$ cat config.mk
export PLATFORM = sky130hd
export DESIGN_NAME = mod_cache_arbiter_flat
export DESIGN_NICKNAME = d
export VERILOG_FILES = /design/src/rtl/mod_cache_arbiter_if.sv /design/src/rtl/mod_cache_arbiter.sv /design/src/flat_wrapper.sv
export SDC_FILE = /design/constraint.sdc
export NUM_CORES = 1
export LEC_CHECK = 0
export BUFFER_PORTS_ARGS = -buffer_cell sky130_fd_sc_hd__clkbuf_2
export CAP_MARGIN = 10
export CORE_UTILIZATION = 35
export CTS_BUF_LIST = sky130_fd_sc_hd__clkbuf_4
export CTS_CLUSTER_SIZE = 16
export DETAILED_ROUTE_END_ITERATION = 10
export PLACE_DENSITY_LB_ADDON = 0.25
export REMOVE_ABC_BUFFERS = 1
export SETUP_SLACK_MARGIN = 0.05
export SYNTH_ARGS = -nofsm -noshare
export SYNTH_HDL_FRONTEND = slang
export SYNTH_SLANG_ARGS = --single-unit
$ cat constraint.sdc
create_clock -name clk -period 1.39 [get_ports clk]
set_input_delay 0.0695 -clock clk [delete_from_list [all_inputs] [get_ports clk]]
set_output_delay 0.0695 -clock clk [all_outputs]
set_load 0.02 [all_outputs]
$ cat src/rtl/mod_cache_arbiter_if.sv
// mod_cache_arbiter_if
// Bundles requester A, requester B and cache-side signals of the cache arbiter.
// slave : arbiter view (receives requests, drives the cache).
// master: environment view (requesters plus the cache RAM).
interface mod_cache_arbiter_if;
   logic        a_req;
   logic        a_we;
   logic [15:0] a_addr;
   logic [15:0] a_wdata;
   logic        a_ack;
   logic        a_err;
   logic [15:0] a_rdata;

   logic        b_req;
   logic        b_we;
   logic [15:0] b_addr;
   logic [15:0] b_wdata;
   logic        b_ack;
   logic        b_err;
   logic [15:0] b_rdata;

   logic [15:0] cache_addr;
   logic [15:0] cache_dataIn;
   logic        cache_WE;
   logic [15:0] cache_dataOut;
   logic        busy;

   modport slave (
      input  a_req, a_we, a_addr, a_wdata,
      output a_ack, a_err, a_rdata,
      input  b_req, b_we, b_addr, b_wdata,
      output b_ack, b_err, b_rdata,
      output cache_addr, cache_dataIn, cache_WE,
      input  cache_dataOut,
      output busy
   );

   modport master (
      output a_req, a_we, a_addr, a_wdata,
      input  a_ack, a_err, a_rdata,
      output b_req, b_we, b_addr, b_wdata,
      input  b_ack, b_err, b_rdata,
      input  cache_addr, cache_dataIn, cache_WE,
      output cache_dataOut,
      input  busy
   );
endinterface

$ cat src/rtl/mod_cache_arbiter.sv
// mod_cache_arbiter
// Shares a single-port 16-bit cache RAM between requesters A and B.
// Each access takes one IDLE (arbitration) cycle and one ACCESS cycle; the
// winner gets a one-cycle ack (plus err for out-of-range addresses).
// Optional build macro: CACHE_ARB_FIXED_PRIO_EN -- when defined, A always wins
// ties (round-robin disabled); otherwise ties alternate via last_grant.
module mod_cache_arbiter #(
   parameter int ADDR_WIDTH = 15
) (
   input  logic                 clk,
   input  logic                 rst,
   mod_cache_arbiter_if.slave   bus
);

   typedef enum logic {
      IDLE   = 1'b0,
      ACCESS = 1'b1
   } state_t;

   localparam logic GRANT_A = 1'b0;
   localparam logic GRANT_B = 1'b1;

   state_t      state_r;
   logic        last_grant_r;
   logic        winner_r;
   logic        valid_r;
   logic        read_r;
   logic        cache_we_r;
   logic [15:0] cache_addr_r;
   logic [15:0] cache_din_r;
   logic        a_ack_r;
   logic        b_ack_r;
   logic        a_err_r;
   logic        b_err_r;
   logic [15:0] a_rdata_r;
   logic [15:0] b_rdata_r;
   logic        busy_r;

   logic        a_elig_s;
   logic        b_elig_s;
   logic        grant_s;
   logic        pick_b_s;
   logic        sel_we_s;
   logic [15:0] sel_addr_s;
   logic [15:0] sel_wdata_s;

   // Address is valid only when every bit above the implemented range is zero.
   function automatic logic addr_in_range(input logic [15:0] addr);
      return ((addr >> ADDR_WIDTH) == 16'd0);
   endfunction

   // Eligibility, tie-break and request mux for the next grant.
   always_comb begin
      // A requester whose ack is high this cycle is still dropping req.
      a_elig_s = bus.a_req & ~a_ack_r;
      b_elig_s = bus.b_req & ~b_ack_r;
      grant_s  = a_elig_s | b_elig_s;
`ifdef CACHE_ARB_FIXED_PRIO_EN
      pick_b_s = b_elig_s & ~a_elig_s;
`else
      if (a_elig_s && b_elig_s) begin
         pick_b_s = (last_grant_r == GRANT_A);
      end else begin
         pick_b_s = b_elig_s;
      end
`endif
      if (pick_b_s) begin
         sel_we_s    = bus.b_we;
         sel_addr_s  = bus.b_addr;
         sel_wdata_s = bus.b_wdata;
      end else begin
         sel_we_s    = bus.a_we;
         sel_addr_s  = bus.a_addr;
         sel_wdata_s = bus.a_wdata;
      end
   end

   // Arbitration FSM: latch the winner in IDLE, complete and ack in ACCESS.
   always_ff @(posedge clk) begin
      if (rst) begin
         state_r      <= IDLE;
         last_grant_r <= GRANT_B;
         winner_r     <= GRANT_A;
         valid_r      <= 1'b0;
         read_r       <= 1'b0;
         cache_we_r   <= 1'b0;
         cache_addr_r <= 16'h0000;
         cache_din_r  <= 16'h0000;
         a_ack_r      <= 1'b0;
         b_ack_r      <= 1'b0;
         a_err_r      <= 1'b0;
         b_err_r      <= 1'b0;
         a_rdata_r    <= 16'h0000;
         b_rdata_r    <= 16'h0000;
         busy_r       <= 1'b0;
      end else begin
         case (state_r)
            IDLE: begin
               a_ack_r <= 1'b0;
               b_ack_r <= 1'b0;
               a_err_r <= 1'b0;
               b_err_r <= 1'b0;
               if (grant_s) begin
                  winner_r     <= pick_b_s;
                  valid_r      <= addr_in_range(sel_addr_s);
                  read_r       <= ~sel_we_s;
                  cache_we_r   <= sel_we_s & addr_in_range(sel_addr_s);
                  cache_addr_r <= sel_addr_s;
                  cache_din_r  <= sel_wdata_s;
                  busy_r       <= 1'b1;
                  state_r      <= ACCESS;
               end else begin
                  state_r <= IDLE;
               end
            end
            ACCESS: begin
               if (winner_r == GRANT_A) begin
                  a_ack_r <= 1'b1;
                  a_err_r <= ~valid_r;
                  if (!valid_r) begin
                     a_rdata_r <= 16'h0000;
                  end else if (read_r) begin
                     a_rdata_r <= bus.cache_dataOut;
                  end else begin
                     a_rdata_r <= a_rdata_r;
                  end
               end else begin
                  b_ack_r <= 1'b1;
                  b_err_r <= ~valid_r;
                  if (!valid_r) begin
                     b_rdata_r <= 16'h0000;
                  end else if (read_r) begin
                     b_rdata_r <= bus.cache_dataOut;
                  end else begin
                     b_rdata_r <= b_rdata_r;
                  end
               end
               last_grant_r <= winner_r;
               cache_we_r   <= 1'b0;
               busy_r       <= 1'b0;
               state_r      <= IDLE;
            end
            default: begin
               cache_we_r <= 1'b0;
               busy_r     <= 1'b0;
               state_r    <= IDLE;
            end
         endcase
      end
   end

   // A reset arriving mid-access must never let the write commit.
   assign bus.cache_WE     = cache_we_r & ~rst;
   assign bus.cache_addr   = cache_addr_r;
   assign bus.cache_dataIn = cache_din_r;
   assign bus.a_ack        = a_ack_r;
   assign bus.b_ack        = b_ack_r;
   assign bus.a_err        = a_err_r;
   assign bus.b_err        = b_err_r;
   assign bus.a_rdata      = a_rdata_r;
   assign bus.b_rdata      = b_rdata_r;
   assign bus.busy         = busy_r;

endmodule

$ cat src/flat_wrapper.sv
// flat-port wrapper written by rule: the top's interface ports become plain ports
module mod_cache_arbiter_flat 
#(
   parameter int ADDR_WIDTH = 15
)
  (clk, rst, bus_a_req, bus_a_we, bus_a_addr, bus_a_wdata, bus_a_ack, bus_a_err, bus_a_rdata, bus_b_req, bus_b_we, bus_b_addr, bus_b_wdata, bus_b_ack, bus_b_err, bus_b_rdata, bus_cache_addr, bus_cache_dataIn, bus_cache_WE, bus_cache_dataOut, bus_busy);
  mod_cache_arbiter_if bus_i ();
  input  logic clk;
  input  logic rst;
  input wire logic [$bits(bus_i.a_req)-1:0] bus_a_req;
  input wire logic [$bits(bus_i.a_we)-1:0] bus_a_we;
  input wire logic [$bits(bus_i.a_addr)-1:0] bus_a_addr;
  input wire logic [$bits(bus_i.a_wdata)-1:0] bus_a_wdata;
  output wire logic [$bits(bus_i.a_ack)-1:0] bus_a_ack;
  output wire logic [$bits(bus_i.a_err)-1:0] bus_a_err;
  output wire logic [$bits(bus_i.a_rdata)-1:0] bus_a_rdata;
  input wire logic [$bits(bus_i.b_req)-1:0] bus_b_req;
  input wire logic [$bits(bus_i.b_we)-1:0] bus_b_we;
  input wire logic [$bits(bus_i.b_addr)-1:0] bus_b_addr;
  input wire logic [$bits(bus_i.b_wdata)-1:0] bus_b_wdata;
  output wire logic [$bits(bus_i.b_ack)-1:0] bus_b_ack;
  output wire logic [$bits(bus_i.b_err)-1:0] bus_b_err;
  output wire logic [$bits(bus_i.b_rdata)-1:0] bus_b_rdata;
  output wire logic [$bits(bus_i.cache_addr)-1:0] bus_cache_addr;
  output wire logic [$bits(bus_i.cache_dataIn)-1:0] bus_cache_dataIn;
  output wire logic [$bits(bus_i.cache_WE)-1:0] bus_cache_WE;
  input wire logic [$bits(bus_i.cache_dataOut)-1:0] bus_cache_dataOut;
  output wire logic [$bits(bus_i.busy)-1:0] bus_busy;
  assign bus_i.a_req = bus_a_req;
  assign bus_i.a_we = bus_a_we;
  assign bus_i.a_addr = bus_a_addr;
  assign bus_i.a_wdata = bus_a_wdata;
  assign bus_a_ack = bus_i.a_ack;
  assign bus_a_err = bus_i.a_err;
  assign bus_a_rdata = bus_i.a_rdata;
  assign bus_i.b_req = bus_b_req;
  assign bus_i.b_we = bus_b_we;
  assign bus_i.b_addr = bus_b_addr;
  assign bus_i.b_wdata = bus_b_wdata;
  assign bus_b_ack = bus_i.b_ack;
  assign bus_b_err = bus_i.b_err;
  assign bus_b_rdata = bus_i.b_rdata;
  assign bus_cache_addr = bus_i.cache_addr;
  assign bus_cache_dataIn = bus_i.cache_dataIn;
  assign bus_cache_WE = bus_i.cache_WE;
  assign bus_i.cache_dataOut = bus_cache_dataOut;
  assign bus_busy = bus_i.busy;
  mod_cache_arbiter #(.ADDR_WIDTH(ADDR_WIDTH)) u_core (.clk(clk), .rst(rst), .bus(bus_i));
endmodule
# After elaboration in Yosys (flattened, before gate mapping)
# Cells that the tools add are included.
[classes]
eq_ne = 4
n_mux = 20
bitwise = 13
reduce_logical = 5
[ops]
columns = ["cell", "count"]
rows = [
  ["$mux W16", 4],
  ["$logic_not A16 Y1", 1],
  ["$pmux W1 S2", 7],
  ["$mux W1", 9],
  ["$not A1 Y1", 8],
  ["$ne A2 B2 Y1 const B", 3],
  ["$reduce_and A3 Y1", 2],
  ["$and A1 B1 Y1", 4],
  ["$ne A2 B1 Y1 const B", 1],
  ["$reduce_and A2 Y1", 1],
  ["$logic_and A1 B1 Y1", 1],
  ["$or A1 B1 Y1", 1],
]
[totals]
register_bits = 75
inputBits = 86
output_inout_bits = 70
wordCells = 57

# Logic depth before layout (Yosys ltp)
[logic_depth]
word_depth = 9
ltp_mapped = 7

# Worst setup path before layout
# OpenSTA, ideal clock, no wires.
[synth_timing]
path_type = "register to register"
start = "reg u_core.a_ack_r (netlist: u_core.bus.a_ack)"
end = "reg u_core.cache_we_r"
arrival_time_ns = 1.430
required_ns = 1.316
path_slack_ns = -0.114
stages_incl_launch_ff = 6
cell_sequence = "dfxtp_1 > and3b_1 > or2_1 > buf_2 > or3_1 > a31oi_1"
[synth_via]
elab_chain_cells = 9
word_cells_on_any_way = 12
cone_classes = "eq/ne: 1; mux: 5; bitwise: 4; reduce/logical: 2"
[synth_lines]
columns = ["element", "line", "rtl"]
rows = [
  ["from (decl)", "mod_cache_arbiter.sv:31", "logic a_ack_r;"],
  ["from (signal assigned)", "mod_cache_arbiter.sv:89", "a_ack_r <= 1'b0;"],
  ["from (signal assigned)", "mod_cache_arbiter.sv:99", "a_ack_r <= 1'b0;"],
  ["from (signal assigned)", "mod_cache_arbiter.sv:118", "a_ack_r <= 1'b1;"],
  ["$not A1 Y1 *", "mod_cache_arbiter.sv:55", "a_elig_s = bus.a_req & ~a_ack_r;"],
  ["$and A1 B1 Y1 *", "mod_cache_arbiter.sv:55", ""],
  ["$logic_and A1 B1 Y1", "mod_cache_arbiter.sv:61", "if (a_elig_s && b_elig_s) begin"],
  ["$mux W1", "mod_cache_arbiter.sv:61", ""],
  ["$mux W16", "mod_cache_arbiter.sv:67", "if (pick_b_s) begin"],
  ["$logic_not A16 Y1", "mod_cache_arbiter.sv:49", "return ((addr >> ADDR_WIDTH) == 16'd0);"],
  ["$and A1 B1 Y1", "mod_cache_arbiter.sv:107", "cache_we_r <= sel_we_s & addr_in_range(sel_addr_s);"],
  ["$mux W1", "mod_cache_arbiter.sv:103", "if (grant_s) begin"],
  ["$pmux W1 S2", "mod_cache_arbiter.sv:97", "case (state_r)"],
  ["to (signal assigned)", "mod_cache_arbiter.sv:107", ""],
  ["to (decl)", "mod_cache_arbiter.sv:28", "logic cache_we_r;"],
]
# Every way passes the cells marked *; elsewhere a longest branch is shown, timed or not. The select of a mux whose other input is x is not followed.
# A chain may end at the register's enable or synchronous reset.

# Worst setup path after layout
[layout_timing]
start = "reg u_core.a_ack_r (netlist: u_core.bus.a_ack)"
end = "reg u_core.cache_din_r[5] (netlist: u_core.bus.cache_dataIn[5])"
[layout_via]
elab_chain_cells = 5
word_cells_on_any_way = 7
cone_classes = "mux: 2; bitwise: 3; reduce/logical: 2"
[layout_lines]
columns = ["element", "line", "rtl"]
rows = [
  ["$not A1 Y1 *", "mod_cache_arbiter.sv:55", ""],
  ["$and A1 B1 Y1 *", "mod_cache_arbiter.sv:55", ""],
  ["$logic_and A1 B1 Y1", "mod_cache_arbiter.sv:61", ""],
  ["$mux W1", "mod_cache_arbiter.sv:61", ""],
  ["$mux W16", "mod_cache_arbiter.sv:67", ""],
  ["to (signal assigned)", "mod_cache_arbiter.sv:109", "cache_din_r <= sel_wdata_s;"],
  ["to (decl)", "mod_cache_arbiter.sv:30", "logic [15:0] cache_din_r;"],
]
# Every way passes the cells marked *; elsewhere a longest branch is shown, timed or not.

==> impl_metrics.yaml <==
status:
  outcome: "finished, violations left"
  violations: "setup timing"
placement:
  dpl-instance-area_sq_um: 3910
  gp_congestion: 0.730
  dp_hpwl_mm: 5.86
  io_buffers: 155
  pre_cts_slack_ps: -7.02
  numPlacedInstances: 618
timing:
  layout_setup_ws_ps: -48.5
  finalCritPeriodShare_pct: 103
  setup-violations-final: 23
  drv_slew: 0
  tns_ps: -384
  relSlewSlack_pct: 69.8
  worstMarginPinSlew_ps: 452
  period_needed_ps: 1440
  max_freq_mhz: 695
  rsz0062_at_grt: "yes"
  holdWs_ps: 88.9
  hold_viol: 0
  finClkSkew_ps: 15.9
logic_synthesis:
  ys_types: 30
  synthTopCellsByArea: "dfxtp_1 (50%), a21oi_1 (11%), nand2_1 (9.0%)"
  ys_warn_count: 0
  netlist.area_leader.share_pct: 50.1
  synth_top_area_cell: "dfxtp_1"
  syn_area_per_cell_sq_um: 7.96
  netlist_area_sq_um: 2990
  yosys_register_bits: 75
  syn_inst: 376
  synth_sequential_area_ratio_pct: 50.1
global_routing:
  grt_max_degree: 36
  grtUsageTotal_pct: 23.1
  grt_overflow_total: 0
  grt_pass1_wl_mm: 16.1
  antenna_found_initial: 0
  grt_pass1_vias: 3400
floorplan:
  boundaryPins: 156
  coreArea_sq_um: 8260
  dieArea_sq_um: 8930
  start_util_pct: 36.3
  die_x_microns: 94.5
  die_y_microns: 94.5
  rows: 33
pwr:
  p_sw_mw: 1.66
  peakVddDrop_v: 0.000474
  pwr-share-clk_pct: 22.7
  p_comb_share_pct: 30.0
  leakage_nw: 2.31
  cell_internal_pwr_mw: 3.34
  total_power_mw: 5.01
  seq_power_share_pct: 47.3
  switching_share_pct: 33.2
  power_density_nw_per_um2: 954
drt:
  first_pass_iters: 5
  avgViaCountPerCell: 5.08
  wl_mm: 11.5
  antenna_left: 0
  drt_iter0_drc: 183
  wire_per_inst_microns: 15.8
  drc: 0
  vias: 3687
cts:
  htreeDepth: 3
  root_buffer: "clkbuf_4"
  clkLatencyLatePin_ps: 420
  numCtsBuffers: 9
  clockBufferDepth: 2
  cts_tree: "built"
  clock-sinks: 75
  clk_pin_slew_ps: 120
critical_path:
  worst_ep_arrival_time_ps: 1720
  crit_fanout: 24
  cp.required_ps: 1670
  end_kind: "flop"
  path_class: "flop to flop"
  worstSetupStartpointType: "flop"
cells_and_area:
  stdcell_area_sq_um: 5250
  synthToLayoutAreaGrowth_pct: 75.3
  final_cell_count_no_fill: 726
  final_core_util_pct: 63.6
  layout-drive-gt1-share_pct: 38.3
  antenna_cells: 0
  final_cell_mix: "clkbuf_2 (155), dlygate4sd3_1 (83), dfxtp_1 (74)"
  final_common_cell: "clkbuf_2"
  fin_nets: 703
hold_path:
  hp-class: "input pin to flop"
flow_run:
  drv_cap: 0
==> cells by family (layout without fill, tap and decap cells) <==
group | Yosys count | after routing | share of synthesized area, %
buf+inv | 35 | 280 | 5.22
flops | 75 | 75 | 50.1
compound gates | 107 | 107 | 21.3
simple gates | 159 | 159 | 23.4
==> sequential cells by signal, summed over array words and instances, names as in the netlist <==
signal / cells
u_core.bus.a_err: 1
u_core.bus.a_ack: 1
u_core.state_r: 1
u_core.cache_we_r: 1
u_core.bus.busy: 1
u_core.bus.cache_dataIn: 16
u_core.bus.b_err: 1
u_core.bus.b_ack: 1
u_core.read_r: 1
u_core.winner_r: 1
u_core.bus.cache_addr: 16
u_core.last_grant_r: 1
u_core.valid_r: 1
u_core.bus.b_rdata: 16
u_core.bus.a_rdata: 16
==> cell usage after synthesis (all sizes together) <==
cell,number
nor3b,3
nand3b,2
clkbuf,11
inv,3
a21o,1
or3,1
a211oi,32
a31o,2
nand2,72
a311oi,1
o21a,1
and3,1
nand3,33
or2,1
o21ai,1
nor2b,1
dfxtp,75
buf,21
a31oi,1
a21oi,68
nor2,40
nand2b,4
and3b,1
==> area by class of cell <==
cell class	instances	area [sq um]
flip-flops and latches	75	1500
fillers	689	3010
clock buffers	10	75.1
clock inverters	5	31.3
repair buffers	262	1960
well taps	105	131
inverters	3	11.3
multi-input cells	266	1540
==> critical path, cell delays in order, from the launching register on <==
cell	delay [ps]
dfxtp_2	350
nand2b_2	220
a21o_4	240
buf_12	160
a21oi_1	210
a211oi_2	110
==> timing repair <==
action / 4_1_cts / 5_1_grt
hold buffers: 83 / 0
pin swaps: 2 / 28
endpoints found under the setup margin: 51 / 36
gates cloned: 1 / 7
resized for setup: 6 / 47
setup buffers: 0 / 2
endpoints found under the hold margin: 68 / 0
==> worst paths after layout <==
path,startpoint,to,slack [ps],depth (start not counted)
setup reg to reg,u_core.bus.a_ack,u_core.bus.cache_dataIn[5],-50,5
setup / recovery,u_core.bus.a_ack,u_core.bus.cache_dataIn[5],-50,5
hold reg to reg,u_core.bus.a_rdata[2],u_core.bus.a_rdata[2],460,2
hold / removal,bus_b_req,u_core.bus.busy,90,4
==> power by group through the flow <==
stage / registers (mW) / clock network, mW / logic [mW]
after floorplan: 2.58 / 0 / 0.369
after global placement: 2.41 / 0 / 1.01
after detailed placement: 2.41 / 0 / 1.03
after CTS: 2.36 / 1.19 / 1.24
after global routing: 2.38 / 1.25 / 1.60
final: 2.37 / 1.13 / 1.50
==> per-layer routing <==
metal  vias to the layer above  part of all wire [%]  GRT usage, %
met3                        32                    11          6.60
li1                       1780                     -             -
met4                         0                   2.9          10.6
met2                       227                    47          38.3
met1                      1648                    40          27.5
met5                         -                     0             0
Power figures use the tool's default switching activity.
